**src/rtl/uart_transceiver.sv**
```systemverilog
// UART transceiver with independent TX and RX paths. Frame: start, DATA_W bits LSB first, STOP_BITS stops.
// Define UART_PARITY_EN to insert an even-parity bit on TX and check it on RX.
module uart_transceiver #(
    parameter int DATA_W       = 8,
    parameter int CLKS_PER_BIT = 16,
    parameter int STOP_BITS    = 1
) (
    input  logic              clk,
    input  logic              rst,
    input  logic [DATA_W-1:0] tx_data,
    input  logic              tx_valid,
    output logic              tx_ready,
    output logic              txd,
    input  logic              rxd,
    output logic [DATA_W-1:0] rx_data,
    output logic              rx_valid,
    output logic              rx_frame_err,
    output logic              rx_parity_err
);
    localparam int CW = $clog2(CLKS_PER_BIT);
    localparam int BW = $clog2(DATA_W);
    localparam logic [CW-1:0] CLK_LAST  = CW'(CLKS_PER_BIT - 1);
    localparam logic [CW-1:0] CLK_HALF  = CW'(CLKS_PER_BIT / 2 - 1);
    localparam logic [BW-1:0] BIT_LAST  = BW'(DATA_W - 1);
    localparam logic [BW-1:0] STOP_LAST = BW'(STOP_BITS - 1);

    typedef enum logic [2:0] {
        TX_IDLE, TX_START, TX_DATA, TX_PARITY, TX_STOP
    } tx_state_e;

    typedef enum logic [2:0] {
        RX_IDLE, RX_START, RX_DATA, RX_PARITY, RX_STOP, RX_WAIT_HIGH
    } rx_state_e;

    tx_state_e         tx_state_q, tx_state_d;
    logic [CW-1:0]     tx_clk_q, tx_clk_d;
    logic [BW-1:0]     tx_bit_q, tx_bit_d;
    logic [DATA_W-1:0] tx_shift_q, tx_shift_d;
    logic              txd_q, txd_d;
    logic              tx_clk_end;
`ifdef UART_PARITY_EN
    logic              tx_par_q, tx_par_d;
`endif

    rx_state_e         rx_state_q, rx_state_d;
    logic [2:0]        rx_sync_q, rx_sync_d;
    logic [CW-1:0]     rx_clk_q, rx_clk_d;
    logic [BW-1:0]     rx_bit_q, rx_bit_d;
    logic [DATA_W-1:0] rx_shift_q, rx_shift_d;
    logic [DATA_W-1:0] rx_data_q, rx_data_d;
    logic              rx_valid_q, rx_valid_d;
    logic              rx_frame_err_q, rx_frame_err_d;
    logic              rx_bit_in;
    logic              rx_clk_end;
`ifdef UART_PARITY_EN
    logic              rx_par_bad_q, rx_par_bad_d;
    logic              rx_parity_err_q, rx_parity_err_d;
`endif

    // txd is registered from the next state so the line never glitches.
    always_comb begin
        tx_state_d = tx_state_q;
        tx_clk_d   = tx_clk_q;
        tx_bit_d   = tx_bit_q;
        tx_shift_d = tx_shift_q;
`ifdef UART_PARITY_EN
        tx_par_d   = tx_par_q;
`endif
        tx_clk_end = (tx_clk_q == CLK_LAST);
        if (tx_state_q != TX_IDLE) begin
            tx_clk_d = tx_clk_end ? '0 : tx_clk_q + 1'b1;
        end
        case (tx_state_q)
            TX_IDLE: begin
                if (tx_valid) begin
                    tx_state_d = TX_START;
                    tx_shift_d = tx_data;
`ifdef UART_PARITY_EN
                    tx_par_d   = ^tx_data;
`endif
                end
            end
            TX_START: begin
                if (tx_clk_end) begin
                    tx_state_d = TX_DATA;
                    tx_bit_d   = '0;
                end
            end
            TX_DATA: begin
                if (tx_clk_end) begin
                    tx_shift_d = tx_shift_q >> 1;
                    tx_bit_d   = tx_bit_q + 1'b1;
                    if (tx_bit_q == BIT_LAST) begin
                        tx_bit_d = '0;
`ifdef UART_PARITY_EN
                        tx_state_d = TX_PARITY;
`else
                        tx_state_d = TX_STOP;
`endif
                    end
                end
            end
            TX_PARITY: begin
                if (tx_clk_end) begin
                    tx_state_d = TX_STOP;
                    tx_bit_d   = '0;
                end
            end
            TX_STOP: begin
                if (tx_clk_end) begin
                    if (tx_bit_q == STOP_LAST) begin
                        tx_state_d = TX_IDLE;
                    end else begin
                        tx_bit_d = tx_bit_q + 1'b1;
                    end
                end
            end
            default: tx_state_d = TX_IDLE;
        endcase

        txd_d = 1'b1;
        case (tx_state_d)
            TX_START:  txd_d = 1'b0;
            TX_DATA:   txd_d = tx_shift_d[0];
`ifdef UART_PARITY_EN
            TX_PARITY: txd_d = tx_par_d;
`endif
            default:   txd_d = 1'b1;
        endcase
    end

    always_ff @(posedge clk) begin
        if (rst) begin
            tx_state_q <= TX_IDLE;
            tx_clk_q   <= '0;
            tx_bit_q   <= '0;
            tx_shift_q <= '0;
            txd_q      <= 1'b1;
`ifdef UART_PARITY_EN
            tx_par_q   <= 1'b0;
`endif
        end else begin
            tx_state_q <= tx_state_d;
            tx_clk_q   <= tx_clk_d;
            tx_bit_q   <= tx_bit_d;
            tx_shift_q <= tx_shift_d;
            txd_q      <= txd_d;
`ifdef UART_PARITY_EN
            tx_par_q   <= tx_par_d;
`endif
        end
    end

    // rx_sync_q[1] is the synchronised line; rx_sync_q[2] is its previous value for edge detection.
    always_comb begin
        rx_sync_d      = {rx_sync_q[1:0], rxd};
        rx_state_d     = rx_state_q;
        rx_clk_d       = rx_clk_q;
        rx_bit_d       = rx_bit_q;
        rx_shift_d     = rx_shift_q;
        rx_data_d      = rx_data_q;
        rx_valid_d     = 1'b0;
        rx_frame_err_d = 1'b0;
`ifdef UART_PARITY_EN
        rx_par_bad_d    = rx_par_bad_q;
        rx_parity_err_d = 1'b0;
`endif
        rx_bit_in  = rx_sync_q[1];
        rx_clk_end = (rx_state_q == RX_START) ? (rx_clk_q == CLK_HALF) : (rx_clk_q == CLK_LAST);
        if (rx_state_q != RX_IDLE && rx_state_q != RX_WAIT_HIGH) begin
            rx_clk_d = rx_clk_end ? '0 : rx_clk_q + 1'b1;
        end
        case (rx_state_q)
            RX_IDLE: begin
                if (rx_sync_q[2] && !rx_bit_in) begin
                    rx_state_d = RX_START;
                end
            end
            RX_START: begin
                if (rx_clk_end) begin
                    rx_bit_d = '0;
`ifdef UART_PARITY_EN
                    rx_par_bad_d = 1'b0;
`endif
                    rx_state_d = rx_bit_in ? RX_IDLE : RX_DATA;
                end
            end
            RX_DATA: begin
                if (rx_clk_end) begin
                    rx_shift_d = {rx_bit_in, rx_shift_q[DATA_W-1:1]};
                    rx_bit_d   = rx_bit_q + 1'b1;
                    if (rx_bit_q == BIT_LAST) begin
                        rx_bit_d = '0;
`ifdef UART_PARITY_EN
                        rx_state_d = RX_PARITY;
`else
                        rx_state_d = RX_STOP;
`endif
                    end
                end
            end
            RX_PARITY: begin
                if (rx_clk_end) begin
`ifdef UART_PARITY_EN
                    rx_par_bad_d = rx_bit_in ^ (^rx_shift_q);
`endif
                    rx_state_d = RX_STOP;
                end
            end
            RX_STOP: begin
                // Only the first stop bit is checked; a second one simply reads as idle line.
                if (rx_clk_end) begin
                    if (rx_bit_in) begin
                        rx_data_d  = rx_shift_q;
                        rx_valid_d = 1'b1;
`ifdef UART_PARITY_EN
                        rx_parity_err_d = rx_par_bad_q;
`endif
                        rx_state_d = RX_IDLE;
                    end else begin
                        rx_frame_err_d = 1'b1;
                        rx_state_d     = RX_WAIT_HIGH;
                    end
                end
            end
            RX_WAIT_HIGH: begin
                if (rx_bit_in) begin
                    rx_state_d = RX_IDLE;
                end
            end
            default: rx_state_d = RX_IDLE;
        endcase
    end

    always_ff @(posedge clk) begin
        if (rst) begin
            rx_state_q     <= RX_IDLE;
            rx_sync_q      <= 3'b111;
            rx_clk_q       <= '0;
            rx_bit_q       <= '0;
            rx_shift_q     <= '0;
            rx_data_q      <= '0;
            rx_valid_q     <= 1'b0;
            rx_frame_err_q <= 1'b0;
`ifdef UART_PARITY_EN
            rx_par_bad_q    <= 1'b0;
            rx_parity_err_q <= 1'b0;
`endif
        end else begin
            rx_state_q     <= rx_state_d;
            rx_sync_q      <= rx_sync_d;
            rx_clk_q       <= rx_clk_d;
            rx_bit_q       <= rx_bit_d;
            rx_shift_q     <= rx_shift_d;
            rx_data_q      <= rx_data_d;
            rx_valid_q     <= rx_valid_d;
            rx_frame_err_q <= rx_frame_err_d;
`ifdef UART_PARITY_EN
            rx_par_bad_q    <= rx_par_bad_d;
            rx_parity_err_q <= rx_parity_err_d;
`endif
        end
    end

    assign tx_ready     = (tx_state_q == TX_IDLE);
    assign txd          = txd_q;
    assign rx_data      = rx_data_q;
    assign rx_valid     = rx_valid_q;
    assign rx_frame_err = rx_frame_err_q;
`ifdef UART_PARITY_EN
    assign rx_parity_err = rx_parity_err_q;
`else
    assign rx_parity_err = 1'b0;
`endif

endmodule

```
**config.mk**
```make
export PLATFORM = sky130hd
export DESIGN_NAME = uart_transceiver
export DESIGN_NICKNAME = d
export VERILOG_FILES = /design/src/rtl/uart_transceiver.sv
export SDC_FILE = /design/constraint.sdc
export NUM_CORES = 1
export LEC_CHECK = 0
export ABC_AREA = 1
export CELL_PAD_IN_SITES_DETAIL_PLACEMENT = 2
export CELL_PAD_IN_SITES_GLOBAL_PLACEMENT = 2
export CORE_ASPECT_RATIO = 1.25
export CORE_MARGIN = 8
export CORE_UTILIZATION = 30
export DETAILED_ROUTE_END_ITERATION = 16
export PLACE_DENSITY_LB_ADDON = 0.3
export SYNTH_ARGS = -nofsm -noshare
export SYNTH_HDL_FRONTEND = slang
export SYNTH_SLANG_ARGS = --single-unit
```
**constraint.sdc**
```tcl
create_clock -name clk -period 1.4 [get_ports clk]
set_input_delay 0.21 -clock clk [delete_from_list [all_inputs] [get_ports clk]]
set_output_delay 0.21 -clock clk [all_outputs]
set_load 0.005 [all_outputs]
```
* Word-level counts from Yosys, hierarchy flattened
Cells that the tools add are included.
** Word-level totals
- Register bits :: 50
- Logic and storage cells :: 105
** Operators by class
- $add $sub $neg :: 4
- Equality and inequality tests :: 29
- Multiplexer cells :: 37
- Bitwise operators :: 2
- Reduce and logical (&&, ||, !) cells :: 19
** Operators with widths (number)
- $mux 3 :: 23
- $ne 2x2->1 const B :: 11
- $pmux 3 s6 :: 1
- $mux 8 :: 2
- $pmux 8 s2 :: 1
- $eq 3x2->1 const B :: 5
- $eq 3x3->1 const B :: 5
- $pmux 3 s5 :: 1
- $eq 3x1->1 const B :: 3
- $logic_not 3->1 :: 3
- $pmux 3 s3 :: 1
- $reduce_and 3->1 :: 3
- $reduce_bool 3->1 :: 3
- $add 4x1->4 const B :: 2
- $eq 4x4->1 const B :: 2
- $mux 4 :: 2
- $reduce_and 7->1 :: 1
- $add 3x1->3 const B :: 2
- $pmux 3 s2 :: 1
- $reduce_and 5->1 :: 1
- $eq 4x3->1 const B :: 1
- $reduce_bool 2->1 :: 2
- $mux 1 :: 3
- $ne 3x3->1 const B :: 1
- other kinds (9) :: 11

* Longest topological paths before layout
- Depth after elaboration :: 6
- Depth in mapped cells :: 10
- Depth with buffers taken out :: 9

* Worst setup path before layout
Ideal clock, no wire load.
- Kind :: register to register
- Start point :: reg tx_clk_q[0]
- End point :: reg tx_shift_q[6]
- Arrival time :: 1.195 ns
- Required time :: 1.268 ns
- Setup slack :: 0.073 ns
- Stages on the path, launching flop included :: 7
- Cells stage by stage :: dfxtp_1 -> ha_1 -> nand3_1 -> nor2_2 -> nor2_1 -> nand2_1 -> a21oi_1
** Between the ends
- Word-level cells in the longest chain between the ends :: 3
** RTL lines
- start, declared :: RTL line 36 : logic [CW-1:0] tx_clk_q, tx_clk_d;
- start signal, assigned :: RTL line 144 : tx_clk_q <= tx_clk_d;
- $eq 4x4->1 :: RTL line 69 : tx_clk_end = (tx_clk_q == CLK_LAST);
- $ne 2x2->1 (no line)
- $reduce_and 3->1 (no line)
- end signal, assigned :: RTL line 146 : tx_shift_q <= tx_shift_d;
- end, declared :: RTL line 38 : logic [DATA_W-1:0] tx_shift_q, tx_shift_d;
Every way passes these cells.
A chain may end at the register's enable or synchronous reset.

* Worst setup path after layout
- Start point :: reg rx_clk_q[1]
- End point :: reg rx_shift_q[5]
** Between the ends
- Word-level cells in the longest chain between the ends :: 3
- Elaborated cells between the ends (all ways) :: 4
- Those cells by class :: 2 x eq/ne; 1 x mux; 1 x reduce/logical
** RTL lines
- start, declared :: RTL line 47 : logic [CW-1:0] rx_clk_q, rx_clk_d;
- start signal, assigned :: RTL line 252 : rx_clk_q <= rx_clk_d;
- $eq 4x4->1 / $eq 4x3->1 (equally long branches) :: RTL line 169 : rx_clk_end = (rx_state_q == RX_START) ? (rx_clk_q == CLK_HALF) : (rx_clk_q == CLK_LAST);
- $mux 1 (*) :: RTL line 169
- $reduce_and 2->1 (no line) (*)
- end signal, assigned :: RTL line 254 : rx_shift_q <= rx_shift_d;
- end, declared :: RTL line 49 : logic [DATA_W-1:0] rx_shift_q, rx_shift_d;
Mark *: on every way between the ends. The rest lies on a longest branch, timed or not.

==> qor.txt <==
status - finished with violations
failing checks - setup timing
CP startpoint - rx_clk_q[1]$_SDFFE_PP0P_
worst hold start - tx_data[7]
PwrDens - 1260 nW/µm²
RSZ-0062 raised after global routing - yes
Routed Antenna Nets - 0
WL/cell - 17.1 µm
GR Overflow Total - 0
Max Root-Sink Buffers - 2
most frequent cells in the layout - 53 x nor2_1, 52 x nand2_1, 44 x buf_4, 31 x inv_1, 30 x dfxtp_1
simple-gate share of the synthesized area - 31.6%
CP endpoint kind - flip-flop
CTS clk-pin slew, worst paths - 0.10 ns
syn avg cell area - 7.01 µm²
maximum VDD drop - 589 µV
Cells after Synth - 330
Layout Nets - 421
adder-cell area share of the yosys netlist - 3.78%
Row Count - 36
Starting Density - 30.2%
Distinct cells, synth - 29
WHS - 0.434 ns
post-synthesis sequential area ratio - 43.2%
via count - 2418
First DRT Iteration DRCs - 56
setup ws final - -0.0373 ns
drt pass-1 iters - 4
Mapped Area - 2310 µm²
root buffer cell - clkbuf_8
H-tree depth - 2
crit path cell chain - ha_4 -> nand2_4 -> inv_4 -> nand3_4 -> nor2_4 -> inv_2 -> nor2_1 -> nor2_1
via/cell ratio - 4.86
maximum capacitance violations - 0
post-layout instance area - 3460 µm²
initial antenna violation count - 0
GP Congestion - 0.739
Synth Area in XOR/XNOR - 0%
hold buffer count at cts - 0
fin. max-slew vios - 0
first-pass GRT wire length - 13.0 mm
Critical Path Start Type - flip-flop
worst-skew pair later-pin latency - 0.32 ns
number of global-route vias before repair - 2714
I/O pin cnt - 25
die outline width - 94.6 µm
Slowest cell on crit path - dfxtp_2
final worst-path cycle share - 103%
hpwl dp - 5.40 mm
Fin. Hold Viols - 0
post-synthesis compound-gate area fraction - 12.3%
worst r2r src - rx_clk_q[1]$_SDFFE_PP0P_
# diodes - 0
highest clock rate - 696 MHz
worst-path maximum fanout - 8
mux share of post-synthesis cell area - 0%
GRT Total Usage - 15.1%
largest net degree at the start of global routing - 19
Yosys warnings - 0
Worst Path Class, Setup - reg2reg
largest family of logic cells by synthesized area - simple AND/OR/NAND/NOR gates
die height - 114 µm
fraction of layout instances using a drive strength above 1 - 36.2%
Net Count, Synth - 349
Leakage Power - 1.52 nW
commonest non-fill, non-tap cell in the layout - nor2_1
CTS tree - done
Final setup viols - 7
family with the most delay on the worst path - simple AND/OR/NAND/NOR gates
clock sink total - 50
Worst Path Arrival - 1.64 ns
Req. time, crit path - 1.60 ns
Seq cells post-synth - 50
crit path time final - 1.44 ns
IO Port Bufs - 23
Die Area - 10800 µm²
Critical Path Max Stage Delay - 0.37 ns
area delta synth->final - 49.6%
Worst Hold Class - in2reg
CP Buf/Inv Count - 2
Placed Area - 2930 µm²
crit-path most repeated cell - nor2_1
Core Box Area - 7660 µm²
drt drc - 0
TritonCTS Buffers - 5
final wirelength - 8.53 mm
Final Skew - 0.00927 ns
[cells by family (layout without fill, tap and decap cells)]
logic type	count (synthesis)	in the layout
AND/OR/NAND/NOR	166	166
AO/OA/AOI/OAI	53	53
buffers and inverters	53	126
flip-flops	50	50
adder cells (fa/ha/maj)	7	7
other	1	1
[final timing paths]
| path | end | slack [ns] | cells past startpoint |
|---|---|---|---|
| max | rx_shift_q[5]$_SDFFE_PP0P_ | -0.04 | 8 |
| min | tx_shift_q[7]$_SDFFE_PP0P_ | 0.43 | 3 |
| max reg2reg | rx_shift_q[5]$_SDFFE_PP0P_ | -0.04 | 8 |
| min reg2reg | rx_sync_q[1]$_SDFF_PP1_ | 0.45 | 1 |
[layout make-up]
type / count / area (µm²)
Tap cell: 95 / 119
Fill cell: 878 / 4190
Sequential cell: 50 / 1030
Multi-Input combinational cell: 227 / 1400
Inverter: 45 / 181
Clock buffer: 6 / 82.6
Clock inverter: 2 / 16.3
Timing Repair Buffer: 73 / 638
[sequential cells by signal, summed over array words and instances, names as in the netlist]
name,cells
rx_bit_q,3
rx_clk_q,4
rx_data,8
rx_frame_err,1
rx_shift_q,8
rx_state_q,3
rx_sync_q,3
rx_valid,1
tx_bit_q,3
tx_clk_q,4
tx_shift_q,8
tx_state_q,3
txd,1
[power breakdown]
| part | leakage, nW | switching [mW] | total (mW) | internal (mW) |
|---|---|---|---|---|
| clock | 0.0478 | 0.553 | 0.961 | 0.409 |
| combinational | 1.06 | 1.01 | 1.74 | 0.731 |
| sequential | 0.416 | 0.125 | 1.67 | 1.55 |
[Yosys cell counts]
library cell | n | area [µm²]
o21ai_1 | 1 | 5.00
nand3b_1 | 2 | 15.0
o21ai_0 | 21 | 105
nor3_1 | 1 | 5.00
a22oi_1 | 6 | 45.0
inv_2 | 1 | 3.75
nand3_1 | 15 | 75.1
nand3_2 | 2 | 20.0
and3_1 | 1 | 6.26
nand2_2 | 2 | 12.5
nand4_1 | 12 | 75.1
clkinv_1 | 1 | 3.75
buf_4 | 2 | 15.0
nand2_1 | 60 | 225
buf_2 | 1 | 5.00
inv_1 | 43 | 161
ha_1 | 7 | 87.6
a211oi_1 | 1 | 7.51
or2_2 | 3 | 18.8
nor2_4 | 1 | 11.3
a31oi_1 | 1 | 6.26
buf_1 | 1 | 3.75
nor2_1 | 61 | 229
and2_1 | 1 | 6.26
conb_1 | 1 | 3.75
clkbuf_1 | 4 | 15.0
nor2_2 | 5 | 31.3
dfxtp_1 | 50 | 1000
a21oi_1 | 23 | 115
[stage by stage]
step | setup WS (ns) | total power [mW] | util [%] | TNS (ns) | instances
6_report | -0.0373 | 4.37 | 45.2 | -0.103 | 498
5_1_grt | -0.120 | 4.62 | 45.2 | -1.84 | 498
4_1_cts | -0.00836 | 3.97 | 42.0 | -0.0118 | 493
3_5_place_dp | -0.0732 | 2.88 | 38.3 | -0.947 | 481
3_3_place_gp | -0.00771 | 2.80 | 38.3 | -0.00771 | 481
2_1_floorplan | 0.0726 | 2.34 | - | 0 | 330
[tightest hold or removal path, delay by kind of cell]
kind | cells | cell delay [ns]
buffers and inverters | 1 | 0.40
and+or+nand+nor | 1 | 0.06
AOI/OAI and AO/OA | 1 | 0.05
[repair_timing]
action                                  in CTS  in global routing
setup buffers                                6                  6
resized for setup                           52                 72
endpoints found under the setup margin      39                 51
hold endpoints to repair                     0                  0
pin swaps                                    8                 32
[per-layer routing]
| layer | vias up | routed length (µm) | part of all wire, % | global-route usage, % |
|---|---|---|---|---|
| met1 | 1176 | 3330 | 39 | 15.4 |
| met4 | 0 | 170 | 2.0 | 4.80 |
| li1 | 1199 | - | - | - |
| met5 | - | 0 | 0 | 0 |
| met3 | 11 | 171 | 2.0 | 2.69 |
| met2 | 32 | 4860 | 57 | 29.3 |
Power figures use the tool's default switching activity.
